### src/rtl/ddr_pkg.sv
`default_nettype none
// ============================================================================
// ddr_pkg : shared lane count, score width and lane-state type for hit_judge.
// Rev 1.0
// ============================================================================
package ddr_pkg;

    localparam int NUM_LANES  = 4;
    localparam int SCORE_W    = 8;
    localparam int LANE_CNT_W = 3;
    localparam logic [SCORE_W-1:0] SCORE_MAX = 8'hFF;

    typedef enum logic [1:0] {
        LANE_IDLE = 2'd0,
        LANE_OPEN = 2'd1,
        LANE_DONE = 2'd2
    } lane_state_t;

    function automatic logic [LANE_CNT_W-1:0] popcount(input logic [NUM_LANES-1:0] v);
        logic [LANE_CNT_W-1:0] r;
        r = '0;
        for (int i = 0; i < NUM_LANES; i++) begin
            r = r + LANE_CNT_W'(v[i]);
        end
        return r;
    endfunction

endpackage
`default_nettype wire

### src/rtl/key_conditioner.sv
`default_nettype none
// ============================================================================
// key_conditioner : two-flop synchroniser, debounce counter, rising-edge pulse.
// Rev 1.0
// ============================================================================
module key_conditioner #(
    parameter int DEBOUNCE_CYCLES = 250000
) (
    input  logic clock,
    input  logic reset,
    input  logic key_raw,
    output logic press
);

    localparam int CNT_W = (DEBOUNCE_CYCLES > 1) ? $clog2(DEBOUNCE_CYCLES) : 1;
    localparam logic [CNT_W-1:0] C_CNT_LAST = CNT_W'(DEBOUNCE_CYCLES - 1);

    logic             r_sync1;
    logic             r_sync2;
    logic             r_deb;
    logic [CNT_W-1:0] r_cnt;
    logic             r_press;
    logic             w_diff;
    logic             w_accept;

    assign w_diff   = r_sync2 ^ r_deb;
    assign w_accept = w_diff && (r_cnt == C_CNT_LAST);

    always_ff @(posedge clock) begin
        if (reset) begin
            r_sync1 <= 1'b0;
            r_sync2 <= 1'b0;
            r_deb   <= 1'b0;
            r_cnt   <= '0;
            r_press <= 1'b0;
        end else begin
            r_sync1 <= key_raw;
            r_sync2 <= r_sync1;
            r_press <= w_accept && r_sync2;
            // Any cycle where the synchronised level agrees with the accepted one restarts the count.
            if (!w_diff || w_accept) begin
                r_cnt <= '0;
            end else begin
                r_cnt <= r_cnt + 1'b1;
            end
            if (w_accept) begin
                r_deb <= r_sync2;
            end
        end
    end

    assign press = r_press;

endmodule
`default_nettype wire

### src/rtl/hit_judge.sv
`default_nettype none
// ============================================================================
// hit_judge : per-lane hit/miss judgement with saturating score and combo.
// Rev 1.0
// ============================================================================
module hit_judge
    import ddr_pkg::*;
#(
    parameter int DEBOUNCE_CYCLES = 250000,
    parameter int COMBO_THRESH    = 8,
    parameter int PENALTY_EN      = 1
) (
    input  logic                 clock,
    input  logic                 reset,
    input  logic [NUM_LANES-1:0] pressEnable,
    input  logic [NUM_LANES-1:0] keys,
    output logic [SCORE_W-1:0]   score,
    output logic [SCORE_W-1:0]   combo,
    output logic [NUM_LANES-1:0] hit_pulse,
    output logic [NUM_LANES-1:0] miss_pulse
);

    lane_state_t           r_state      [NUM_LANES];
    lane_state_t           w_state_next [NUM_LANES];
    logic [NUM_LANES-1:0]  w_press;
    logic [NUM_LANES-1:0]  w_hit;
    logic [NUM_LANES-1:0]  w_miss;
    logic [NUM_LANES-1:0]  w_pen;
    logic [SCORE_W-1:0]    r_score;
    logic [SCORE_W-1:0]    r_combo;
    logic [NUM_LANES-1:0]  r_hit;
    logic [NUM_LANES-1:0]  r_miss;

    logic [LANE_CNT_W-1:0] w_n_hits;
    logic [LANE_CNT_W-1:0] w_n_pen;
    logic [LANE_CNT_W:0]   w_gain;
    logic signed [9:0]     w_delta;
    logic signed [9:0]     w_sum;
    logic [SCORE_W:0]      w_combo_sum;
    logic [SCORE_W-1:0]    w_score_next;
    logic [SCORE_W-1:0]    w_combo_next;

    generate
        for (genvar gi = 0; gi < NUM_LANES; gi++) begin : g_key
            key_conditioner #(
                .DEBOUNCE_CYCLES(DEBOUNCE_CYCLES)
            ) u_key (
                .clock   (clock),
                .reset   (reset),
                .key_raw (keys[gi]),
                .press   (w_press[gi])
            );
        end
    endgenerate

    always_comb begin
        for (int l = 0; l < NUM_LANES; l++) begin
            w_state_next[l] = r_state[l];
            w_hit[l]        = 1'b0;
            w_miss[l]       = 1'b0;
            w_pen[l]        = 1'b0;
            case (r_state[l])
                LANE_IDLE: begin
                    if (pressEnable[l]) begin
                        w_hit[l]        = w_press[l];
                        w_state_next[l] = w_press[l] ? LANE_DONE : LANE_OPEN;
                    end else begin
                        w_pen[l] = w_press[l] && (PENALTY_EN != 0);
                    end
                end
                LANE_OPEN: begin
                    // A press coinciding with the window closing is swallowed by the miss.
                    if (!pressEnable[l]) begin
                        w_miss[l]       = 1'b1;
                        w_state_next[l] = LANE_IDLE;
                    end else if (w_press[l]) begin
                        w_hit[l]        = 1'b1;
                        w_state_next[l] = LANE_DONE;
                    end
                end
                LANE_DONE: begin
                    if (!pressEnable[l]) begin
                        w_state_next[l] = LANE_IDLE;
                    end
                end
                default: w_state_next[l] = LANE_IDLE;
            endcase
        end
    end

    always_comb begin
        w_n_hits    = popcount(w_hit);
        w_n_pen     = popcount(w_pen);
        w_gain      = (r_combo >= SCORE_W'(COMBO_THRESH)) ? {w_n_hits, 1'b0} : {1'b0, w_n_hits};
        w_delta     = $signed({6'b0, w_gain}) - $signed({7'b0, w_n_pen});
        w_sum       = $signed({2'b0, r_score}) + w_delta;
        w_combo_sum = {1'b0, r_combo} + (SCORE_W + 1)'(w_n_hits);

        if (w_sum < 10'sd0) begin
            w_score_next = '0;
        end else if (w_sum > $signed({2'b0, SCORE_MAX})) begin
            w_score_next = SCORE_MAX;
        end else begin
            w_score_next = w_sum[SCORE_W-1:0];
        end

        if ((|w_miss) || (|w_pen)) begin
            w_combo_next = '0;
        end else if (w_combo_sum[SCORE_W]) begin
            w_combo_next = SCORE_MAX;
        end else begin
            w_combo_next = w_combo_sum[SCORE_W-1:0];
        end
    end

    always_ff @(posedge clock) begin
        if (reset) begin
            for (int l = 0; l < NUM_LANES; l++) begin
                r_state[l] <= LANE_IDLE;
            end
            r_score <= '0;
            r_combo <= '0;
            r_hit   <= '0;
            r_miss  <= '0;
        end else begin
            for (int l = 0; l < NUM_LANES; l++) begin
                r_state[l] <= w_state_next[l];
            end
            r_score <= w_score_next;
            r_combo <= w_combo_next;
            r_hit   <= w_hit;
            r_miss  <= w_miss;
        end
    end

    assign score      = r_score;
    assign combo      = r_combo;
    assign hit_pulse  = r_hit;
    assign miss_pulse = r_miss;

endmodule
`default_nettype wire
### config.mk
export PLATFORM = sky130hd
export DESIGN_NAME = hit_judge
export DESIGN_NICKNAME = d
export VERILOG_FILES = /design/src/rtl/ddr_pkg.sv /design/src/rtl/key_conditioner.sv /design/src/rtl/hit_judge.sv
export SDC_FILE = /design/constraint.sdc
export NUM_CORES = 1
export LEC_CHECK = 0
export CORE_ASPECT_RATIO = 0.6
export CORE_MARGIN = 1
export CORE_UTILIZATION = 40
export CTS_BUF_LIST = sky130_fd_sc_hd__clkbuf_4 sky130_fd_sc_hd__clkbuf_8 sky130_fd_sc_hd__clkbuf_16
export DETAILED_ROUTE_END_ITERATION = 16
export DONT_BUFFER_PORTS = 1
export PLACE_DENSITY = 0.5
export SYNTH_ARGS = -nofsm -noshare
export SYNTH_HDL_FRONTEND = slang
export SYNTH_SLANG_ARGS = --single-unit
### constraint.sdc
create_clock -name clock -period 5.85 [get_ports clock]
set_clock_uncertainty 0.1 [all_clocks]
set_input_delay 0.585 -clock clock [delete_from_list [all_inputs] [get_ports clock]]
set_output_delay 0.585 -clock clock [all_outputs]
set_load 0.01 [all_outputs]
==> results_dict.tcl <==
set metrics [dict create \
    diodes 0 \
    slew_violations 0 \
    path_cells "nand3b_1, fa_1, inv_1, ha_1, xnor2_1, nand2_1, o21ai_1, xor2_1, ha_1, a21o_1, fa_1, fa_1, xnor2_1, ha_1, o21a_1, a21o_1, and3_4, or4b_1, nand3_1" \
    synth_area_um2 5590 \
    cp.arrival_ns 5.53 \
    p_leak_nw 2.23 \
    core-area_um2 13600 \
    grt_pass1_vias 3809 \
    pwr-share-comb 0.009 \
    period_share 0.903 \
    hold_violations 0 \
    nets 653 \
    synth-seq-cells 120 \
    fillers 1308 \
    gp_congestion 0.816 \
    vias 4115 \
    die-area_um2 14500 \
    crit_type "flip-flop to flip-flop" \
    required_ns 6.10 \
    synthFlopType "dfxtp_1" \
    yosysTopAreaCell "dfxtp_1" \
    antenna_found_initial 0 \
    dp_worst_setup_slack_ns 0.432 \
    clock_latency_ns 0.40 \
    drtAntennaViolNets 0 \
    port_buffers 0 \
    areaGrowthSynthToFinish_pct 14.4 \
    hold_start "pressEnable[1]" \
    grt_max_degree 34 \
    path_max_fanout 6 \
    seqPwrFrac 0.415 \
    power_density_nw_per_um2 312 \
    power_switching_uw 383 \
    drt-pass1-iter-count 5 \
    p_clk_frac 0.577 \
    grt_pass1_wl_um 18800 \
    worst_setup_path_start_kind "flip-flop" \
    setup_viol 0 \
    clk_pin_slew_ns 0.06 \
    async_flop_share 0 \
    grt.overflow.total 0 \
    setup_slack_ns 0.565 \
    ctsRootBufferMaster "clkbuf_16" \
    drt-total-wl_um 11000 \
    drc 0 \
    die_x_um 155 \
    crit_path_end_kind "flip-flop" \
    r2r-start "r_state[1][1]" \
    cts_sinks 120 \
    slowest_delay_ns 0.54 \
    hold_path.class "primary input to flip-flop" \
    tns_ns 0 \
    relSlewSlack 0.530 \
    synth-edff-count 0 \
    avgSynthCellArea_um2 9.05 \
    finalWorstPathRequiredPeriod_ns 5.29 \
    cts_setup_buffers 0 \
    syn-num-nets 648 \
    cts_resized 0 \
    cts_tree "yes" \
    cts_buffers 17 \
    die_h_um 93.5 \
    via_per_inst 5.09 \
    cp-startpoint "r_state[1][1]" \
    ios 34 \
    status "completed" \
    ir_worst_vdd_uv 148 \
    switching_share 0.192 \
    grt_usage 0.166 \
    syn_inst 617 \
    yosys_warnings 0 \
    wire_per_inst_um 13.6 \
    drt-initial-drc-count 173 \
    placed_cells 778 \
    hpwl_um 7710 \
    intPower_mw 1.61 \
    drive_above_1_share 0.0662 \
    worstMarginPinSlew_ns 0.705 \
    synth_cell_types 52 \
    cts_buffer_depth 2 \
    seq_area_frac_synth 0.430 \
    instances_no_fill 809 \
    rsz0062_at_grt "no" \
    fmax_mhz 189 \
    max-cap-violations 0 \
    crit_slowest_cell "fa_1" \
    htree_levels 4 \
    initial_core_util 0.410 \
    postCtsHoldBufs 0 \
    yosysTopAreaCellShare 0.430 \
    rows 33 \
    synth_area_leaders "dfxtp_1 (43%), nor2_1 (7.4%), xnor2_1 (6.4%)" \
]
power groups by stage:
stage | logic, mW | clock network [mW] | registers, mW
final | 0.0178 | 1.15 | 0.827
after global routing | 0.0201 | 1.22 | 0.828
after CTS | 0.0180 | 1.18 | 0.827
after detailed placement | 0.0180 | 0 | 0.845
after global placement | 0.0178 | 0 | 0.845
after floorplan | 0.0168 | 0 | 0.844
layer usage:
layer	part of all wire	global-route usage	routed length (um)
met1	0.56	0.247	6180
met2	0.38	0.219	4180
met5	0	0	0
met4	0.0099	0.0635	109
met3	0.051	0.0473	567
cells by family after synthesis:
family / after synthesis / share of synthesized area
AND/OR/NAND/NOR: 302 / 0.289
flip-flops: 120 / 0.430
XOR/XNOR: 81 / 0.127
AO/OA/AOI/OAI: 61 / 0.0690
buffers and inverters: 28 / 0.0237
adder cells (fa/ha/maj): 21 / 0.0538
multiplexers: 4 / 0.00717
flip-flops by register name, indices dropped and copies added, names as in the netlist:
| signal | flops |
|---|---|
| g_key.u_key.r_deb | 4 |
| combo | 8 |
| score | 8 |
| g_key.u_key.press | 4 |
| r_state | 8 |
| g_key.u_key.r_sync1 | 4 |
| miss_pulse | 4 |
| hit_pulse | 4 |
| g_key.u_key.r_sync2 | 4 |
| g_key.u_key.r_cnt | 72 |
synth_stat cells (2+ instances only):
| library cell | number |
|---|---|
| dfxtp_1 | 120 |
| o21a_1 | 2 |
| ha_1 | 16 |
| inv_1 | 12 |
| nand2_1 | 35 |
| a211oi_1 | 2 |
| nand4_1 | 19 |
| fa_1 | 5 |
| o31ai_1 | 3 |
| a21o_1 | 4 |
| and3_1 | 14 |
| a21oi_1 | 26 |
| o21ai_0 | 10 |
| nor2b_1 | 10 |
| nor3b_1 | 8 |
| nand3b_1 | 10 |
| mux2i_1 | 4 |
| nand2b_1 | 17 |
| nor4b_1 | 16 |
| nor2_1 | 110 |
| buf_6 | 3 |
| xnor2_1 | 41 |
| nand3_1 | 24 |
| nor3_1 | 16 |
| and4_1 | 9 |
| buf_2 | 4 |
| clkbuf_1 | 9 |
| or3_1 | 4 |
| nor4_1 | 2 |
| xor2_1 | 40 |
worst max-delay path, delay by kind of cell (launching register included):
kind                       cells  cell delay, ns
adders and majority gates      6            2.31
and+or+nand+nor                5            1.04
AOI/OAI and AO/OA              4            0.87
xor gates and xnor gates       3            0.50
DFF                            1            0.34
buffers and inverters          1            0.06
cell type report:
class	instances	area [um^2]	share of cell area
clock buffer	20	460	0.0721
tap	175	219	0.0343
multi-input combinational	469	3050	0.478
sequential	120	2400	0.376
timing repair buffer	2	15.0	0.00235
clock inverter	11	196	0.0307
inverter	12	45.0	0.00705
metrics by stage:
step / total power [mW] / hold WS (ns) / utilization / cell area [um^2]
final: 2.00 / 0.158 / 0.469 / 6390
after global routing: 2.07 / 0.136 / 0.469 / 6390
after CTS: 2.02 / 0.135 / 0.469 / 6390
after detailed placement: 0.863 / 0.326 / 0.421 / 5730
after global placement: 0.863 / 0.321 / 0.421 / 5730
after floorplan: 0.861 / 0.313 / - / 5590
final timing paths:
path | end | slack, ns | cells after the start
setup / recovery | score[5] | 0.56 | 19
hold / removal | miss_pulse[1] | 0.16 | 1
setup reg to reg | score[5] | 0.56 | 19
hold reg to reg | g_key[3].u_key.r_sync2 | 0.33 | 1
layout by cell type (no fill, tap or decap), types with 5 or more instances in the layout:
master	instances
dfxtp_1	120
nor2_1	110
xnor2_1	41
xor2_1	40
nand2_1	35
a21oi_1	26
nand3_1	24
nand4_1	19
nand2b_1	17
clkbuf_16	17
nor4b_1	16
nor3_1	16
ha_1	16
and3_1	14
inv_1	12
nand3b_1	10
nor2b_1	10
o21ai_0	10
and4_1	9
nor3b_1	8
fa_1	5
bufinv_16	5
Note: power is estimated with default switching activity, not from simulation.
